### src/rtl/ps2_pkg.sv
// Shared types and constants for the PS/2 scan-code receiver.
package ps2_pkg;

  typedef enum logic [1:0] {
    IDLE,
    DATA,
    PARITY,
    STOP
  } ps2_state_t;

  localparam logic [7:0] PS2_PREFIX_EXT = 8'hE0;
  localparam logic [7:0] PS2_PREFIX_BRK = 8'hF0;

  // Odd parity: the 8 data bits plus the parity bit must hold an odd number of ones.
  function automatic logic odd_parity_ok(input logic [7:0] data, input logic par);
    return ^{data, par};
  endfunction

endpackage

### src/rtl/ps2_scancode_rx_if.sv
// Key-event bus from the PS/2 receiver to the display path.
interface ps2_scancode_rx_if;
  logic [7:0] key_code;
  logic       key_break;
  logic       key_ext;
  logic       code_valid;
  logic       frame_err;

  modport master (output key_code, key_break, key_ext, code_valid, frame_err);
  modport slave  (input  key_code, key_break, key_ext, code_valid, frame_err);
endinterface

### src/rtl/ps2_in_filter.sv
// Pin conditioning: synchronizers on both pins, saturating-count glitch filter
// on ps2_clk, and a one-cycle strobe on the filtered falling edge.
module ps2_in_filter #(
  parameter int SYNC_STAGES = 2,
  parameter int FILTER_LEN  = 8
) (
  input  logic clk,
  input  logic rst_n,
  input  logic ps2_clk,
  input  logic ps2_data,
  output logic fall,
  output logic data_sync
);

  localparam int CW = $clog2(FILTER_LEN + 1);

  logic [SYNC_STAGES-1:0] clk_sync;
  logic [SYNC_STAGES-1:0] dat_sync;
  logic [CW-1:0]          cnt;
  logic                   filt;
  logic                   filt_d;

  // Synchronizers idle high, matching an undriven open-collector bus.
  always_ff @(posedge clk or negedge rst_n) begin
    if (!rst_n) begin
      clk_sync <= '1;
      dat_sync <= '1;
    end else begin
      clk_sync <= {clk_sync[SYNC_STAGES-2:0], ps2_clk};
      dat_sync <= {dat_sync[SYNC_STAGES-2:0], ps2_data};
    end
  end

  // Filtered level flips only after FILTER_LEN consecutive opposite samples.
  always_ff @(posedge clk or negedge rst_n) begin
    if (!rst_n) begin
      cnt    <= '0;
      filt   <= 1'b1;
      filt_d <= 1'b1;
    end else begin
      filt_d <= filt;
      if (clk_sync[SYNC_STAGES-1] != filt) begin
        if (cnt == CW'(FILTER_LEN - 1)) begin
          filt <= clk_sync[SYNC_STAGES-1];
          cnt  <= '0;
        end else begin
          cnt <= cnt + CW'(1);
        end
      end else begin
        cnt <= '0;
      end
    end
  end

  assign fall      = filt_d & ~filt;
  assign data_sync = dat_sync[SYNC_STAGES-1];

endmodule

### src/rtl/ps2_scancode_rx.sv
// PS/2 device-to-host frame receiver with E0/F0 prefix folding and timeout.
//
// state  | meaning
// IDLE   | waiting for a start bit
// DATA   | shifting in 8 data bits, LSB first
// PARITY | checking odd parity
// STOP   | checking stop bit, then accepting or flagging the byte
module ps2_scancode_rx
  import ps2_pkg::*;
#(
  parameter int SYNC_STAGES    = 2,
  parameter int FILTER_LEN     = 8,
  parameter int TIMEOUT_CYCLES = 50000
) (
  input  logic               clk,
  input  logic               rst_n,
  input  logic               ps2_clk,
  input  logic               ps2_data,
  ps2_scancode_rx_if.master  bus
);

  localparam int TW = $clog2(TIMEOUT_CYCLES + 1);

  logic fall;
  logic data_s;

  ps2_in_filter #(.SYNC_STAGES(SYNC_STAGES), .FILTER_LEN(FILTER_LEN)) u_filter (
    .clk      (clk),
    .rst_n    (rst_n),
    .ps2_clk  (ps2_clk),
    .ps2_data (ps2_data),
    .fall     (fall),
    .data_sync(data_s)
  );

  ps2_state_t state_q, state_n;
  logic [7:0]    shift_q, shift_n;
  logic [2:0]    bit_cnt_q, bit_cnt_n;
  logic          par_ok_q, par_ok_n;
  logic          ext_q, ext_n, brk_q, brk_n;
  logic [TW-1:0] tmo_q, tmo_n;
  logic [7:0]    code_q, code_n;
  logic          kbrk_q, kbrk_n, kext_q, kext_n;
  logic          valid_q, valid_n, err_q, err_n;
  logic          timeout;

  // State and datapath registers.
  always_ff @(posedge clk or negedge rst_n) begin
    if (!rst_n) begin
      state_q   <= IDLE;
      shift_q   <= '0;
      bit_cnt_q <= '0;
      par_ok_q  <= 1'b0;
      ext_q     <= 1'b0;
      brk_q     <= 1'b0;
      tmo_q     <= '0;
      code_q    <= '0;
      kbrk_q    <= 1'b0;
      kext_q    <= 1'b0;
      valid_q   <= 1'b0;
      err_q     <= 1'b0;
    end else begin
      state_q   <= state_n;
      shift_q   <= shift_n;
      bit_cnt_q <= bit_cnt_n;
      par_ok_q  <= par_ok_n;
      ext_q     <= ext_n;
      brk_q     <= brk_n;
      tmo_q     <= tmo_n;
      code_q    <= code_n;
      kbrk_q    <= kbrk_n;
      kext_q    <= kext_n;
      valid_q   <= valid_n;
      err_q     <= err_n;
    end
  end

  // Next state, frame checking, prefix folding and timeout; a fall beats a timeout.
  always_comb begin
    state_n   = state_q;
    shift_n   = shift_q;
    bit_cnt_n = bit_cnt_q;
    par_ok_n  = par_ok_q;
    ext_n     = ext_q;
    brk_n     = brk_q;
    tmo_n     = '0;
    code_n    = code_q;
    kbrk_n    = kbrk_q;
    kext_n    = kext_q;
    valid_n   = 1'b0;
    err_n     = 1'b0;
    timeout   = 1'b0;

    if (!fall && state_q != IDLE) begin
      if (tmo_q == TW'(TIMEOUT_CYCLES - 1)) timeout = 1'b1;
      else                                  tmo_n   = tmo_q + TW'(1);
    end

    if (fall) begin
      case (state_q)
        IDLE: begin
          if (!data_s) begin
            state_n   = DATA;
            bit_cnt_n = '0;
          end else begin
            err_n = 1'b1;
            ext_n = 1'b0;
            brk_n = 1'b0;
          end
        end
        DATA: begin
          shift_n   = {data_s, shift_q[7:1]};
          bit_cnt_n = bit_cnt_q + 3'd1;
          if (bit_cnt_q == 3'd7) state_n = PARITY;
        end
        PARITY: begin
          par_ok_n = odd_parity_ok(shift_q, data_s);
          state_n  = STOP;
        end
        STOP: begin
          state_n = IDLE;
          if (data_s && par_ok_q) begin
            if (shift_q == PS2_PREFIX_EXT) begin
              ext_n = 1'b1;
            end else if (shift_q == PS2_PREFIX_BRK) begin
              brk_n = 1'b1;
            end else begin
              code_n  = shift_q;
              kbrk_n  = brk_q;
              kext_n  = ext_q;
              valid_n = 1'b1;
              ext_n   = 1'b0;
              brk_n   = 1'b0;
            end
          end else begin
            err_n = 1'b1;
            ext_n = 1'b0;
            brk_n = 1'b0;
          end
        end
        default: state_n = IDLE;
      endcase
    end else if (timeout) begin
      state_n = IDLE;
      err_n   = 1'b1;
      ext_n   = 1'b0;
      brk_n   = 1'b0;
    end
  end

  assign bus.key_code   = code_q;
  assign bus.key_break  = kbrk_q;
  assign bus.key_ext    = kext_q;
  assign bus.code_valid = valid_q;
  assign bus.frame_err  = err_q;

endmodule

### src/flat_wrapper.sv
// flat-port wrapper written by rule: the top's interface ports become plain ports
module ps2_scancode_rx_flat import ps2_pkg::*;
#(
  parameter int SYNC_STAGES    = 2,
  parameter int FILTER_LEN     = 8,
  parameter int TIMEOUT_CYCLES = 50000
)
  (clk, rst_n, ps2_clk, ps2_data, bus_key_code, bus_key_break, bus_key_ext, bus_code_valid, bus_frame_err);
  ps2_scancode_rx_if bus_i ();
  input  logic clk;
  input  logic rst_n;
  input  logic ps2_clk;
  input  logic ps2_data;
  output wire logic [$bits(bus_i.key_code)-1:0] bus_key_code;
  output wire logic [$bits(bus_i.key_break)-1:0] bus_key_break;
  output wire logic [$bits(bus_i.key_ext)-1:0] bus_key_ext;
  output wire logic [$bits(bus_i.code_valid)-1:0] bus_code_valid;
  output wire logic [$bits(bus_i.frame_err)-1:0] bus_frame_err;
  assign bus_key_code = bus_i.key_code;
  assign bus_key_break = bus_i.key_break;
  assign bus_key_ext = bus_i.key_ext;
  assign bus_code_valid = bus_i.code_valid;
  assign bus_frame_err = bus_i.frame_err;
  ps2_scancode_rx #(.SYNC_STAGES(SYNC_STAGES), .FILTER_LEN(FILTER_LEN), .TIMEOUT_CYCLES(TIMEOUT_CYCLES)) u_core (.clk(clk), .rst_n(rst_n), .ps2_clk(ps2_clk), .ps2_data(ps2_data), .bus(bus_i));
endmodule
### config.mk
export PLATFORM = sky130hd
export DESIGN_NAME = ps2_scancode_rx_flat
export DESIGN_NICKNAME = d
export VERILOG_FILES = /design/src/rtl/ps2_pkg.sv /design/src/rtl/ps2_scancode_rx_if.sv /design/src/rtl/ps2_in_filter.sv /design/src/rtl/ps2_scancode_rx.sv /design/src/flat_wrapper.sv
export SDC_FILE = /design/constraint.sdc
export NUM_CORES = 1
export LEC_CHECK = 0
export ABC_AREA = 1
export BUFFER_PORTS_ARGS = -buffer_cell sky130_fd_sc_hd__buf_2
export CORE_UTILIZATION = 59
export DETAILED_ROUTE_END_ITERATION = 8
export PLACE_DENSITY = 0.78
export SYNTH_ARGS = -nofsm -noshare
export SYNTH_HDL_FRONTEND = slang
export SYNTH_SLANG_ARGS = --single-unit
### constraint.sdc
create_clock -name clk -period 1.7 [get_ports clk]
set_input_delay 0.085 -clock clk [delete_from_list [all_inputs] [get_ports clk]]
set_output_delay 0.085 -clock clk [all_outputs]
set_load 0.05 [all_outputs]
==> After elaboration in Yosys (flattened, before gate mapping) <==
Cells that the tools add are included.
{ "totals": {"register_bits": 54, "elab_cells": 91} }
{ "classes": {"eq_ne": 16, "add_sub_neg": 3, "n_mux": 35, "bitwise": 4, "n_reduce_logical": 16} }
{ "op_table": {"columns": ["op", "n"], "rows": [
  ["$mux W16", 2],
  ["$mux W1", 21],
  ["$add A16 B1 Y16 const B", 1],
  ["$eq A16 B16 Y1 const B", 1],
  ["$eq A8 B8 Y1 const B", 2],
  ["$ne A3 B3 Y1 const B", 4],
  ["$reduce_xor A9 Y1", 1],
  ["$mux W2", 4],
  ["$mux W4", 2],
  ["$pmux W2 S4", 1],
  ["$reduce_and A4 Y1", 2],
  ["$pmux W1 S2", 3],
  ["$pmux W3 S2", 1],
  ["$reduce_and A2 Y1", 3],
  ["$reduce_and A3 Y1", 2],
  ["$reduce_bool A2 Y1", 3],
  ["$ne A5 B5 Y1 const B", 1],
  ["$reduce_and A5 Y1", 1],
  ["$add A4 B1 Y4 const B", 1],
  ["$eq A2 B2 Y1 const B", 2],
  ["$eq A4 B3 Y1 const B", 1],
  ["$ne A4 B4 Y1 const B", 1],
  ["$add A3 B1 Y3 const B", 1],
  ["$eq A3 B3 Y1 const B", 1],
  ["9 further kinds", 12]
]} }

==> Depth between registers and ports, before layout <==
{ "depth": {"word_depth": 7, "mapped_depth": 10, "mapped_depth_nobuf": 10} }

==> Cells and area by module <==
From an unflattened synthesis, not the netlist that was laid out.
{ "hier_totals": {"hier_cells": 319, "hier_area_um2": 2697.6} }
{ "by_module_without_submodules": {"columns": ["module", "seq_area_each_um2", "n_inst", "cells_per_inst", "area_each_um2"], "rows": [
  ["ps2_scancode_rx", 1101.1, 1, 285, 2329.7],
  ["ps2_in_filter", 257.7, 1, 34, 367.9]
]} }

==> Worst setup path before layout <==
No wires, ideal clock.
{ "synth_path": {"path_kind": "reg-to-reg", "startpoint": "reg u_core.u_filter.filt_d", "endpoint": "reg u_core.kbrk_q (netlist: u_core.bus.key_break)", "stages_incl_launch_ff": 9, "arrival_ns": 1.331, "setup_slack_ns": 0.251, "cell_sequence": "dfstp_2 -> inv_1 -> nor2_4 -> inv_4 -> nor3_4 -> nand2_4 -> buf_6 -> nand2_1 -> nand2_1"} }
{ "synth_via": {"elab_chain_cells": 2} }
{ "synth_rtl": {"columns": ["item", "line_no", "text"], "rows": [
  ["start: declaration", "ps2_in_filter.sv:21", "logic filt_d;"],
  ["start signal: assignment", "ps2_in_filter.sv:41", "filt_d <= filt;"],
  ["$and A1 B1 Y1", "ps2_in_filter.sv:55", "assign fall = filt_d & ~filt;"],
  ["$reduce_and A5 Y1 (no source line)", null, null],
  ["end signal: assignment", "ps2_scancode_rx.sv:71", "kbrk_q <= kbrk_n;"],
  ["end: declaration", "ps2_scancode_rx.sv:43", "logic kbrk_q, kbrk_n, kext_q, kext_n;"]
]} }
Every way passes these cells.
A chain may end at the register's enable or synchronous reset.

==> Worst setup path after layout <==
{ "layout_path": {"startpoint": "reg u_core.u_filter.filt", "endpoint": "reg u_core.tmo_q[11]"} }
{ "layout_via": {"elab_chain_cells": 5} }
{ "layout_rtl": {"columns": ["item", "line_no", "text"], "rows": [
  ["start: declaration", "ps2_in_filter.sv:20", "logic filt;"],
  ["start signal: assignment", "ps2_in_filter.sv:44", "filt <= clk_sync[SYNC_STAGES-1];"],
  ["$not A1 Y1", "ps2_in_filter.sv:55", null],
  ["$and A1 B1 Y1", "ps2_in_filter.sv:55", null],
  ["$logic_not A1 Y1", "ps2_scancode_rx.sv:94", "if (!fall && state_q != IDLE) begin"],
  ["$logic_and A1 B1 Y1", "ps2_scancode_rx.sv:94", null],
  ["$mux W16", "ps2_scancode_rx.sv:94", null],
  ["net u_core.tmo_n[11]", "ps2_scancode_rx.sv:41", "logic [TW-1:0] tmo_q, tmo_n;"],
  ["end signal: assignment", "ps2_scancode_rx.sv:69", "tmo_q <= tmo_n;"],
  ["end: declaration", "ps2_scancode_rx.sv:41", null]
]} }
The timed path passes the listed nets, and every way through them passes these cells.

==> results.md <==
* Share of layout cells above drive strength 1 at 18.90%
* Met3 WL at 166 um
* Area Growth Syn to Fin at 12.92%
* Max stage delay on crit path at 0.56 ns
* Period Utilization, post-route at between 90 and 100%
* Fill cells at between 300 and 400
* Cell Count, Final, Fillers Out at between 300 and 400
* Drt pass-1 iters at 4
* Clk buf depth at 2
* Synthesized area at ~2600 um2
* Routability Congestion at about 0.88
* DRT Wirelength at 4739 um
* Bufs and invs on worst path at 3
* Via count at 2010
* Clock root cell: clkbuf_8
* Final setup vio count at 0
* RSZ-0062 raised after global routing: true
* Minimum clock period at 1.572 ns
* VDD IR-drop max at 0.6107 mV
* DPL Wire Length at 3391 um
* Top delay family on crit path: flip-flops
* Power Density at 924.9 nW/um2
* Initial antenna violation count at 0
* Relative slew slack at between 60% and 70%
* GRT Total Usage at 22.94%
* Library cells used by synthesis at 31
* Critical path class: flip-flop to flip-flop
* DR top layer: met4
* Asr flop ratio synth at 100.0%
* Final WS setup at 0.1276 ns
* Die width at 68.94 um
* WL per Instance at 12.03 um
* Data required, critical path at between 1.5 and 2 ns
* First-pass GRT wire length at 7872 um
* Reg-to-reg critical path startpoint: u_core.u_filter.filt
* Overflow after GRT at 0
* Final setup skew at 0.002936 ns
* Top FF cell, synth: dfrtp_1
* Post-route DRC at 0
* Worst Path Arrival at roughly 1.8 ns
* Total chip power at 0.002761 W
* Peak Freq at 636.0 MHz
* Storage cell area at 1359 um2
* Number of synthesized flops with an enable pin at 0
* DIE AREA at 4753 um2
* Vias per cell at 5.102
* N_diodes at 0
* Clock Sinks at 54
* CP cell instances: nor2_4 > buf_4 > nor2_4 > inv_1 > a21oi_2 > buf_4 > o21ai_1 > a21oi_1
* Worst skew pair latency at 0.31 ns
* Met1 Wirelength at approximately 2400 um
* Yosys reg bits at 54
* Die Span Y at 68.94 um
* Core area at 4144 um2
* DRT iter0 DRCs at 161
* Initial cell density of the core at a little under two thirds
* Multi-input gate area at 1120 um2
* Syn avg cell area at 8.528 um2
* Max Cap Violations at 0
* Critical path fanouts, max at 6
* Worst slew pin tran at a little over 0.5 ns
* # nets final at roughly 360
* Pins Over Slew Limit at 0
* CTS Buf Count at 5
* Dpl cells at 377
* Lkg Pwr at 1.485 nW
* Clock slew at reported path FFs at 0.09 ns
* Synth warnings at 0
* Met2 wire len at 2085 um
* Placement Setup Slack at 0.1069 ns
* Critical path's slowest cell: dfstp_2
* H-tree depth at 2
* Worst setup path start: u_core.u_filter.filt
* Ports at 16
* Row count at 23
* Largest net degree at the start of global routing at 35
* Port bufs at 15
* Final Hold Fails at 0
* Post-synthesis sequential area ratio at 51.40%
* Run status: complete, no violations
* CTS tree: done
* Crit start category: flip-flop
* Vias in the first global route at 1785
* Worst hold path type: input pin to asynchronous set/reset pin
* Crit end category: flip-flop
* Post-synthesis cell count at 310
* Syn_nets at 322
* Detail Route Antenna Nets at 0
sequential cells by signal (all words and copies together), names as in the netlist, 2 cells and up:
| name | flops |
|---|---|
| u_core.bit_cnt_q | 3 |
| u_core.u_filter.cnt | 4 |
| u_core.shift_q | 8 |
| u_core.u_filter.clk_sync | 2 |
| u_core.tmo_q | 16 |
| u_core.u_filter.dat_sync | 2 |
| u_core.state_q | 2 |
| u_core.bus.key_code | 8 |
per-stage QoR:
step	TNS, ns	cell area [um2]	util, %	hold slack (ns)
floorplan	0	2644	-	-0.2106
global placement	0	2805	67.69	0.08228
detailed placement	0	2805	67.69	0.08255
CTS	0	2930	70.71	0.2795
global route	-0.02408	2985	72.04	0.3329
finish	0	2985	72.04	0.2700
path summary, 6_finish.rpt:
| path | end | slack [ns] | cells after the start |
|---|---|---|---|
| worst max-delay path | u_core.tmo_q[11] | 0.13 | 8 |
| worst min-delay path | u_core.bus.key_code[5] | 0.27 | 2 |
| worst max register to register | u_core.tmo_q[11] | 0.13 | 8 |
| worst min register to register | u_core.u_filter.dat_sync[1] | 0.36 | 0 |
| max in group asynchronous | u_core.u_filter.clk_sync[1] | 0.82 | 3 |
| min in group clk | u_core.u_filter.dat_sync[1] | 0.36 | 0 |
power by group:
group / leakage (nW) / internal, W / total (W) / switching, W
combinational: 0.708 / 0.000225 / 0.000584 / 0.000359
sequential: 0.731 / 0.00138 / 0.00143 / 0.0000519
clock: 0.0472 / 0.000328 / 0.000745 / 0.000417
routing by layer:
metal | global-route usage [%] | up-vias
li1 | - | 1048
met1 | 32.17 | 907
met2 | 34.83 | 45
met3 | 4.276 | 10
met4 | 9.439 | 0
met5 | 0 | -
final cells by class:
type	count	share of cell area, %
Sequential cell	54	45.52
Multi-Input combinational cell	213	37.51
Timing Repair Buffer	28	6.454
Inverter	41	5.239
Clock buffer	6	2.766
Tap cell	50	2.096
Clock inverter	2	0.4191
cells in the mapped netlist (5+ instances only):
| master | instances | share of area (%) |
|---|---|---|
| a21oi_1 | 13 | 2.5 |
| dfrtp_1 | 48 | 45 |
| dfstp_2 | 6 | 6.0 |
| ha_1 | 8 | 3.8 |
| inv_1 | 38 | 5.4 |
| nand2_1 | 87 | 12 |
| nand3_1 | 19 | 3.6 |
| nor2_1 | 28 | 4.0 |
| nor3_1 | 5 | 0.95 |
| o21ai_0 | 17 | 3.2 |
| o21ai_2 | 8 | 2.7 |
cells by family after synthesis:
| group | share of synthesized area (%) |
|---|---|
| AOI/OAI and AO/OA | 9.796 |
| xor gates and xnor gates | 1.988 |
| adders and majority gates | 3.786 |
| buffers and inverters | 6.626 |
| DFF | 51.40 |
| muxes | 0.4259 |
| and+or+nand+nor | 25.98 |
cells in the final DEF, fill, tap and decap left out, types with 2 or more instances in the layout:
cell type / synthesis / routed
dlygate4sd3_1: 0 / 3
o21ai_2: 8 / 8
nor2_4: 3 / 4
nand3_1: 19 / 19
xnor2_1: 3 / 3
clkbuf_8: 0 / 6
nor3_1: 5 / 5
buf_4: 1 / 9
inv_1: 38 / 38
nand2_1: 87 / 87
a21oi_1: 13 / 13
o21ai_0: 17 / 17
xor2_1: 3 / 3
buf_2: 0 / 15
nor2_2: 3 / 3
o21ai_1: 3 / 3
nor2_1: 28 / 27
nor3b_1: 2 / 2
inv_2: 2 / 2
dfstp_2: 6 / 6
ha_1: 8 / 7
dfrtp_1: 48 / 48
o211ai_1: 2 / 2
timing repair:
| item | in CTS | in global routing |
|---|---|---|
| hold buffers | 3 | 0 |
| setup buffers | 0 | 6 |
| setup endpoints to repair | 0 | 12 |
| hold endpoints to repair | 20 | 0 |
| gates resized for setup | 0 | 3 |
(Power assumes the default switching activity.)
